`config.mk`:
```
export PLATFORM = sky130hd
export DESIGN_NAME = sync_fifo
export DESIGN_NICKNAME = d
export VERILOG_FILES = /design/src/rtl/sync_fifo.sv
export SDC_FILE = /design/constraint.sdc
export NUM_CORES = 1
export LEC_CHECK = 0
export CAP_MARGIN = 20
export CORE_MARGIN = 2
export CORE_UTILIZATION = 58
export DETAILED_ROUTE_END_ITERATION = 10
export PLACE_DENSITY_LB_ADDON = 0.12
export SLEW_MARGIN = 5
export SYNTH_ARGS = -nofsm -noshare
export SYNTH_HDL_FRONTEND = slang
export SYNTH_SLANG_ARGS = --single-unit
```
`constraint.sdc`:
```
create_clock -name clk -period 4.7 [get_ports clk]
set_input_delay 0.47 -clock clk [delete_from_list [all_inputs] [get_ports clk]]
set_output_delay 0.47 -clock clk [all_outputs]
set_load 0.02 [all_outputs]
```
`src/rtl/sync_fifo.sv`:
```
// Single-clock FIFO with registered read data and occupancy-decoded level flags.
// Define FIFO_ERR_FLAGS_EN to add sticky overflow_o/underflow_o outputs.
module sync_fifo #(
    parameter int AWIDTH = 2,
    parameter int DWIDTH = 8
) (
    input  logic              clk,
    input  logic              reset,
    input  logic              we_i,
    input  logic [DWIDTH-1:0] data_i,
    input  logic              re_i,
    output logic [DWIDTH-1:0] data_o,
    output logic              empty_o,
    output logic              full_o,
    output logic              one_available_o,
`ifdef FIFO_ERR_FLAGS_EN
    output logic              two_available_o,
    output logic              overflow_o,
    output logic              underflow_o
`else
    output logic              two_available_o
`endif
);

    localparam logic [AWIDTH:0] DEPTH = {1'b1, {AWIDTH{1'b0}}};
    localparam logic [AWIDTH:0] TWO   = (AWIDTH+1)'(2);

    logic [DWIDTH-1:0] mem [0:(1<<AWIDTH)-1];
    logic [AWIDTH-1:0] wptr, rptr;
    logic [AWIDTH:0]   count;
    logic              wr_ok, rd_ok;

    // Acceptance is judged on the pre-edge count, so a full FIFO drops the write
    // even when a read frees a slot on the same edge.
    assign wr_ok = we_i && (count != DEPTH);
    assign rd_ok = re_i && (count != '0);

    assign empty_o         = (count == '0);
    assign full_o          = (count == DEPTH);
    assign one_available_o = (count != '0);
    assign two_available_o = (count >= TWO);

    always_ff @(posedge clk) begin
        if (wr_ok) mem[wptr] <= data_i;
    end

    always_ff @(posedge clk or negedge reset) begin
        if (!reset) begin
            wptr   <= '0;
            rptr   <= '0;
            count  <= '0;
            data_o <= '0;
        end else begin
            if (wr_ok) wptr <= wptr + 1'b1;
            if (rd_ok) begin
                rptr   <= rptr + 1'b1;
                data_o <= mem[rptr];
            end
            case ({wr_ok, rd_ok})
                2'b10:   count <= count + 1'b1;
                2'b01:   count <= count - 1'b1;
                default: count <= count;
            endcase
        end
    end

`ifdef FIFO_ERR_FLAGS_EN
    always_ff @(posedge clk or negedge reset) begin
        if (!reset) begin
            overflow_o  <= 1'b0;
            underflow_o <= 1'b0;
        end else begin
            if (we_i && full_o)  overflow_o  <= 1'b1;
            if (re_i && empty_o) underflow_o <= 1'b1;
        end
    end
`endif

endmodule

```
After elaboration in Yosys (flattened, before gate mapping)
Memory sizes are Yosys's and may differ from the RTL's. A register that Yosys moved wholly into a read port is not among the register bits.
Index checks and enable logic that the tools add are counted.
{"block": "word_totals", "n_memories": 1, "elab_cells": 22, "output_inout_bits": 12, "mem_bits_rw": 32, "regBits": 7, "input_bits": 12}
{"block": "op_classes", "n_mux": 3, "reduce_logical": 6, "n_addsub": 4, "eq_ne": 4, "order_cmp": 1}
{"memory": "mem", "depth": 4, "word_bits": 8, "read_ports": 1, "rd_clocked_by_memory_dff": 1, "write_ports": 1, "line": "28", "rtl": "logic [DWIDTH-1:0] mem [0:(1<<AWIDTH)-1];"}
{"operator": "case mux 3 bit (2 select lines)", "count": 1}
{"operator": "adder 2 x 1 -> 2 bit, second input constant", "count": 2}
{"operator": "adder 3 x 1 -> 3 bit, second input constant", "count": 1}
{"operator": "== test 3 bit, second input constant", "count": 1}
{"operator": ">= comparator 3 x 2 -> 1 bit, second input constant", "count": 1}
{"operator": "logical NOT 3 bit", "count": 1}
{"operator": "inequality test 3 bit, second input constant", "count": 1}
{"operator": "nonzero test 3 bit", "count": 1}
{"operator": "subtractor 3 x 1 -> 3 bit, second input constant", "count": 1}
{"operator": "== test 2 x 1 -> 1 bit, second input constant", "count": 1}
{"operator": "== test 2 bit, second input constant", "count": 1}
{"operator": "logical AND 1 bit", "count": 2}
{"operator": "2-to-1 mux 1 bit", "count": 2}
{"operator": "nonzero test 2 bit", "count": 1}
{"operator": "logical NOT 1 bit", "count": 1}

Longest topological paths before layout
Gate-level depths: netlist of run 1.
{"block": "logic_depth", "depth_word": 4, "mapped_depth": 9, "depth_no_buf": 9}

Least setup slack after synthesis of run 1
Ideal clock, no wire load.
{"block": "synth_path", "path_kind": "register -> register", "startpoint": "register count[0]", "endpoint": "register count[2]", "setup_time_ns": 0.079, "path_stages_with_launch": 10, "period_less_slack_ns": 2.070, "t_required_ns": 4.621, "n_path_buf": 0, "arrival_ns": 1.990, "slack_ns": 2.630, "path_cell_list": "dfrtp_1 nor3b_2 nor2b_2 inv_1 ha_1 inv_1 fa_1 xor2_1 nor2_1 xor2_1"}
{"block": "synth_via", "elab_chain_len": 4, "word_cells_on_any_way": 10, "classes_between": "2 x add/sub; 3 x eq/ne; 1 x mux; 4 x reduce/logical"}
{"item": "start, declared", "line": "30", "rtl": "logic [AWIDTH:0] count;"}
{"item": "start signal, assigned", "line": "60", "rtl": "2'b10: count <= count + 1'b1;"}
{"item": "start signal, assigned", "line": "61", "rtl": "2'b01: count <= count - 1'b1;"}
{"item": "start signal, assigned", "line": "62", "rtl": "default: count <= count;"}
{"item": "inequality test 3 bit / nonzero test 3 bit (equally long branches)", "line": "35, 36"}
{"item": "logical AND 1 bit, on equally long branches", "line": "35, 36"}
{"item": "== test 2 x 1 -> 1 bit / == test 2 bit (equally long branches)", "line": "59", "rtl": "case ({wr_ok, rd_ok})"}
{"item": "case mux 3 bit (2 select lines) / nonzero test 2 bit (equally long branches)"}
Parallel ways exist; a longest one is shown, timed or not.
A chain may end at the register's enable or synchronous reset.

Worst setup path in the final report of run 1
{"block": "layout_path", "startpoint": "input port re_i", "endpoint": "register count[2]"}
{"block": "layout_via", "elab_chain_len": 3, "word_cells_on_any_way": 5, "classes_between": "2 x eq/ne; 1 x mux; 2 x reduce/logical"}
{"item": "start, declared", "line": "11", "rtl": "input logic re_i,"}
{"item": "logical AND 1 bit *", "line": "36", "rtl": "assign rd_ok = re_i && (count != '0);"}
{"item": "== test 2 x 1 -> 1 bit / == test 2 bit (equally long branches)", "line": "59"}
{"item": "case mux 3 bit (2 select lines) / nonzero test 2 bit (equally long branches)"}
Every way passes the cells marked *; elsewhere a longest branch is shown, timed or not.

==> results of run 1 <==
area by class of cell:
cell class / count / area share
flip-flops and latches: 47 / 0.597
multi-input cells: 41 / 0.238
repair buffers: 23 / 0.103
well taps: 44 / 0.0246
clock buffers: 5 / 0.0168
inverters: 7 / 0.0117
clock inverters: 3 / 0.00895
worst max-delay path by stage:
stage / to / cells after the start / slack [ps]
after floorplan: count[2] / 9 / 2630
after global placement: count[2] / 8 / 2000
after detailed placement: count[2] / 8 / 1910
after CTS: count[2] / 8 / 2300
after global routing: count[2] / 8 / 2170
final: count[2] / 8 / 2290
through the flow:
stage | total power, W | cell area (um^2)
2_1_floorplan | 0.00103 | 1920
3_3_place_gp | 0.00118 | 2180
3_5_place_dp | 0.00120 | 2180
4_1_cts | 0.00138 | 2240
5_1_grt | 0.00146 | 2240
6_report | 0.00136 | 2240
state kept, by name (all words and copies together), names as in the netlist:
register / flops
data_o: 8
rptr: 2
count: 3
mem: 32
wptr: 2
Yosys cell counts:
cell type | n | share of area
buf_6 | 2 | 0.012
nor2_1 | 1 | 0.0020
or2_2 | 1 | 0.0033
fa_1 | 1 | 0.010
and2_1 | 4 | 0.013
mux4_2 | 8 | 0.094
or3_1 | 1 | 0.0033
ha_1 | 5 | 0.033
nor3b_2 | 1 | 0.0065
inv_1 | 7 | 0.014
nand2_1 | 1 | 0.0020
xor2_1 | 3 | 0.014
dfrtp_1 | 15 | 0.20
mux2i_1 | 1 | 0.0052
mux2_2 | 1 | 0.0059
o31a_1 | 1 | 0.0046
mux2_4 | 8 | 0.063
edfxtp_1 | 32 | 0.50
clkbuf_1 | 1 | 0.0020
xnor2_1 | 3 | 0.014
nor2b_2 | 1 | 0.0046
per-layer routing:
layer,vias up,part of all wire,track usage
li1,417,-,-
met1,438,0.42,0.212
met2,24,0.51,0.283
met3,6,0.051,0.0630
met4,0,0.018,0.0729
met5,-,0,0
power breakdown:
group / switching [W] / total, W / internal (W)
combinational: 0.000215 / 0.000510 / 0.000295
sequential: 0.0000968 / 0.000670 / 0.000573
clock: 0.000122 / 0.000180 / 0.0000574
logic make-up (layout without fill, tap and decap cells):
family | after synthesis | count (layout) | share of synthesized area
AO/OA/AOI/OAI | 1 | 1 | 0.00456
XOR/XNOR | 6 | 6 | 0.0274
adder cells (fa/ha/maj) | 6 | 6 | 0.0430
buffers and inverters | 10 | 38 | 0.0274
flip-flops | 47 | 47 | 0.696
multiplexers | 18 | 18 | 0.167
AND/OR/NAND/NOR | 10 | 10 | 0.0345
worst max-delay path: cells and delay by family:
family,cells,cell delay (ps)
AO/OA/AOI/OAI,1,590
XOR/XNOR,2,320
adder cells (fa/ha/maj),2,690
buffers and inverters,2,520
AND/OR/NAND/NOR,1,110
==> reports/metrics.csv, run 1 <==
stage,metric,value,unit
placement,placer congestion estimate,0.716,
detailed_routing,final wirelength,2.70,mm
detailed_routing,Routed Antenna Nets,0,
timing,Hold WS,514,ps
worst_setup_path,crit path kind,in2reg,
detailed_routing,Via density,5.21,
min_path,Hold Path Class,in2async,
clock_network,Resized Gates After CTS,0,
detailed_routing,Via Count,885,
pwr,maximum VDD drop,0.318,mV
final_layout,"commonest non-fill, non-tap cell in the layout",edfxtp_1,
detailed_routing,number of DRC markers in iteration 0,35,
yosys,Ys Warns,0,
timing,Slew HR,0.528,
run_status,status,completed,
timing,final hold vios,0,
yosys,Synth cell types,21,
global_routing,number of global-route vias before repair,890,
final_layout,final core occ,0.721,
yosys,Syn Nets,116,
worst_setup_path,Most common cell on crit path,xor2_1,
worst_setup_path,critical path arrival,2700,ps
job,maxcap violations,0,
global_routing,initial antenna violation count,0,
detailed_routing,Post-route DRC,0,
final_layout,Register Area,1340,um^2
yosys,syn avg cell area,19.6,um^2
clock_network,hold buffers post-CTS,0,
yosys,"Cell Area, Synth",1920,um^2
placement,placed cells,162,
floorplanning,chip width,61.5,um
worst_setup_path,CP Launch Point,re_i,
floorplanning,DIE HEIGHT,61.5,um
worst_setup_path,Crit path required time,4990,ps
clock_network,CTS Buf Count,5,
timing,Final Max Slew Viols,0,
worst_setup_path,r2r worst-path depth,7,
floorplanning,Initial Utilization,0.619,
worst_setup_path,CP Max Fanout,11,
worst_setup_path,slowest CP cell,o31a_1,
placement,DPL Wire Length,1.86,mm
timing,total negative setup slack,0,ps
global_routing,first-pass GRT wire length,4.36,mm
pwr,P per Cell Area,608,nW/um^2
detailed_routing,DR pass1 iterations,4,
final_layout,Antenna diodes,0,
final_layout,Nets,143,
timing,final period utilization,0.513,
global_routing,largest net degree at the start of global routing,16,
clock_network,htree depth,2,
timing,fin crit period,2410,ps
detailed_routing,Routed WL per cell,15.9,um
worst_setup_path,CP Cell Sequence,clkdlybuf4s50_1 -> o31a_1 -> ha_1 -> inv_1 -> fa_1 -> xor2_1 -> nor2_1 -> xor2_1,
worst_setup_path,crit start category,primary input,
global_routing,GRT overflow,0,
placement,pre-CTS setup slack,1910,ps
yosys,sequential fraction of the synthesis area,0.696,
clock_network,CTS max path bufs,2,
clock_network,CTS tree,built,
yosys,Mapped Cells,98,
timing,# setup viols final,0,
final_layout,fillers,231,
timing,Slew @ Worst Pin,708,ps
final_layout,layout cell share with drive strength beyond 1,0.214,
timing,setup ws final,2290,ps
worst_setup_path,FF-to-FF setup slack,2360,ps
pwr,Static Leak,0.844,nW
worst_setup_path,"slowest stage delay, CP",590,ps
final_layout,final non-filler cell total,170,
yosys,"flops & latches, synth",47,
worst_setup_path,FF-to-FF End,count[2],
floorplanning,DIE AREA,3790,um^2
clock_network,Setup Buffers After CTS,0,
worst_setup_path,type of element capturing the critical path,flop,
worst_setup_path,reg2reg start,count[0],
clock_network,CTS root buf,clkbuf_4,
placement,# port buffers,23,
final_layout,most frequent cells in the layout,"edfxtp_1 (32), clkdlybuf4s50_1 (23), dfrtp_1 (15), mux4_2 (8), mux2_4 (8)",
timing,fmax,415,MHz
final_layout,Multi-input gate area,532,um^2
floorplanning,Row Count,20,
floorplanning,number of I/O pins,24,
timing,Clock Skew,10.0,ps
timing,RSZ-0062 raised after global routing,false,
final_layout,Layout area overhead,16.5,%
clock_network,worst skew pair latency,360,ps
global_routing,Global Route Usage Sum,0.174,
clock_network,CTS sink count,47,
floorplanning,CORE AREA,3100,um^2
clock_network,"Clk pin slew, worst setup/hold paths",130,ps
Power figures use the tool's default switching activity.
==> inputs of run 2 (changes only) <==
CORE_UTILIZATION = 49   (was 58)
clock period = 2.2 ns   (was 4.7 ns; I/O delays follow)
==> run 2 against run 1 <==
Setup slack lost 2100 ps. Via count grew 1.5%. Sequential cell count is the same. Routed wire length grew 2.0%. Core utilization shrank 11 points. Register-to-register slack lost 2200 ps. Global-route usage shrank 2.4 points. Clock-buffer cell count grew 2. Clock skew grew 0.71 ps. Critical path type is now reg2out.
==> reports/metrics.csv, run 2 (synthesis gave the netlist of run 1 again) <==
stage,metric,value,unit
pwr,sequential share of power,0.473,
clock_network,CTS sink count,47,
timing,fin crit period,2010,ps
worst_setup_path,CP Max Fanout,5,
detailed_routing,Via Count,898,
final_layout,max reg flops,32,
final_layout,design area,2280,um^2
timing,Slew @ Worst Pin,686,ps
global_routing,GR Util met2,0.260,
global_routing,Global Route Usage Sum,0.150,
final_layout,most frequent cells in the layout,"edfxtp_1 (32), clkdlybuf4s50_1 (23), dfrtp_1 (15), mux4_2 (8), mux2_4 (8)",
floorplanning,Initial Utilization,0.517,
detailed_routing,final wirelength,2.76,mm
floorplanning,number of I/O pins,24,
placement,# port buffers,23,
run_status,status,completed,
detailed_routing,Routed WL per cell,15.7,um
final_layout,Largest Register,mem,
pwr,Static Leak,0.867,nW
worst_setup_path,crit start category,flop,
worst_setup_path,reg2reg start,count[0],
floorplanning,DIE HEIGHT,66.6,um
global_routing,GRT overflow,0,
timing,# setup viols final,0,
pwr,P per Cell Area,1330,nW/um^2
timing,RSZ-0062 raised after global routing,false,
pwr,Gate power share,0.368,
clock_network,Setup Buffers After CTS,0,
global_routing,largest net degree at the start of global routing,16,
clock_network,CTS tree,built,
final_layout,"commonest non-fill, non-tap cell in the layout",edfxtp_1,
final_layout,Layout area overhead,18.8,%
final_layout,Largest regs,"mem: 32 flops, data_o: 8 flops, count: 3 flops",
detailed_routing,Via density,5.10,
floorplanning,DIE AREA,4440,um^2
global_routing,met3 usage in global routing,0.0574,
floorplanning,chip width,66.6,um
clock_network,CTS root buf,clkbuf_8,
timing,Final Max Slew Viols,0,
min_path,Hold Path Class,in2async,
final_layout,Antenna diodes,0,
pwr,switch share,0.307,
placement,Placed Area,2200,um^2
final_layout,Nets,145,
pwr,maximum VDD drop,0.570,mV
worst_setup_path,type of element capturing the critical path,primary output,
placement,DPL Wire Length,1.90,mm
timing,fmax,497,MHz
floorplanning,Row Count,22,
worst_setup_path,crit path kind,reg2out,
timing,Slew HR,0.541,
clock_network,CTS max path bufs,2,
detailed_routing,Routed Antenna Nets,0,
pwr,Int Pwr,0.00210,W
timing,Clock Skew,10.7,ps
detailed_routing,Post-route DRC,0,
timing,final period utilization,0.914,
job,maxcap violations,0,
placement,pre-CTS setup slack,164,ps
global_routing,number of global-route vias before repair,937,
clock_network,CTS Buf Count,5,
pwr,power share of the clock group,0.159,
global_routing,gr busiest metal,met2,
timing,setup ws final,189,ps
clock_network,"Clk pin slew, worst setup/hold paths",80,ps
worst_setup_path,CP Launch Point,count[0],
timing,Hold WS,334,ps
clock_network,htree depth,2,
worst_setup_path,critical path arrival,1790,ps
global_routing,first-pass GRT wire length,4.48,mm
detailed_routing,DR pass1 iterations,4,
detailed_routing,number of DRC markers in iteration 0,17,
global_routing,initial antenna violation count,0,
worst_setup_path,Crit path required time,1980,ps
global_routing,met1 Usage GRT,0.165,
clock_network,hold buffers post-CTS,0,
pwr,Sw Pwr,0.000927,W
floorplanning,CORE AREA,3720,um^2
placement,placer congestion estimate,0.642,
clock_network,worst skew pair latency,290,ps
timing,total negative setup slack,0,ps
timing,final hold vios,0,
final_layout,layout cell share with drive strength beyond 1,0.219,
final_layout,final core occ,0.614,
## run 2: cell count changes in the layout (fill, tap and decap cells not counted), sizes merged
cell | previous run | this run
clkbuf | 5 | 7
clkinvlp | 1 | 0
clkinv | 2 | 1
buf | 0 | 2
## run 2: critical path, cell delays in order, from the launching register on
cell	delay, ps
dfrtp_1	440
or3_1	400
inv_1	60
clkdlybuf4s50_1	590
## run 2: final timing paths
check	to	slack, ps	depth (start not counted)
setup / recovery	empty_o	190	3
hold / removal	count[1]	330	1
setup reg to reg	count[2]	210	9
hold reg to reg	data_o[3]	510	1
max in group asynchronous	rptr[1]	1420	1
min in group clk	data_o[3]	510	1
## run 2: metal layers
metal / vias to the layer above / wire length [um]
met5: - / 0
met4: 0 / 33
met3: 5 / 134
met2: 19 / 1490
met1: 457 / 1090
li1: 417 / -
## run 2: power groups by stage
stage	combinational [W]	clock (W)	sequential (W)
3_3_place_gp	0.00111	0	0.00144
3_5_place_dp	0.00114	0	0.00146
5_1_grt	0.00121	0.000541	0.00147
2_1_floorplan	0.000761	0	0.00144
4_1_cts	0.00114	0.000501	0.00144
6_report	0.00111	0.000482	0.00143
## run 2: area by class of cell
class                      count  area (um^2)
fill                         290         1440
sequential                    47         1340
multi-input combinational     41          532
timing repair buffer          25          245
clock buffer                   7         76.3
tap                           48         60.1
inverter                       7         26.3
clock inverter                 1         5.00
## run 2: what timing repair did
item	CTS	global route
hold endpoints to repair	0	0
gates resized for setup	0	0
setup endpoints to repair	0	1
## run 2: metrics by stage
stage	instances	total power [W]
after floorplan	98	0.00220
after global placement	168	0.00255
after detailed placement	168	0.00259
after CTS	176	0.00308
after global routing	176	0.00323
final	176	0.00302
==> inputs of run 3 (changes only) <==
CAP_MARGIN = not set   (was 20)
==> results of run 3 <==
Final layout, timing and power as in run 2 (identical DEF).
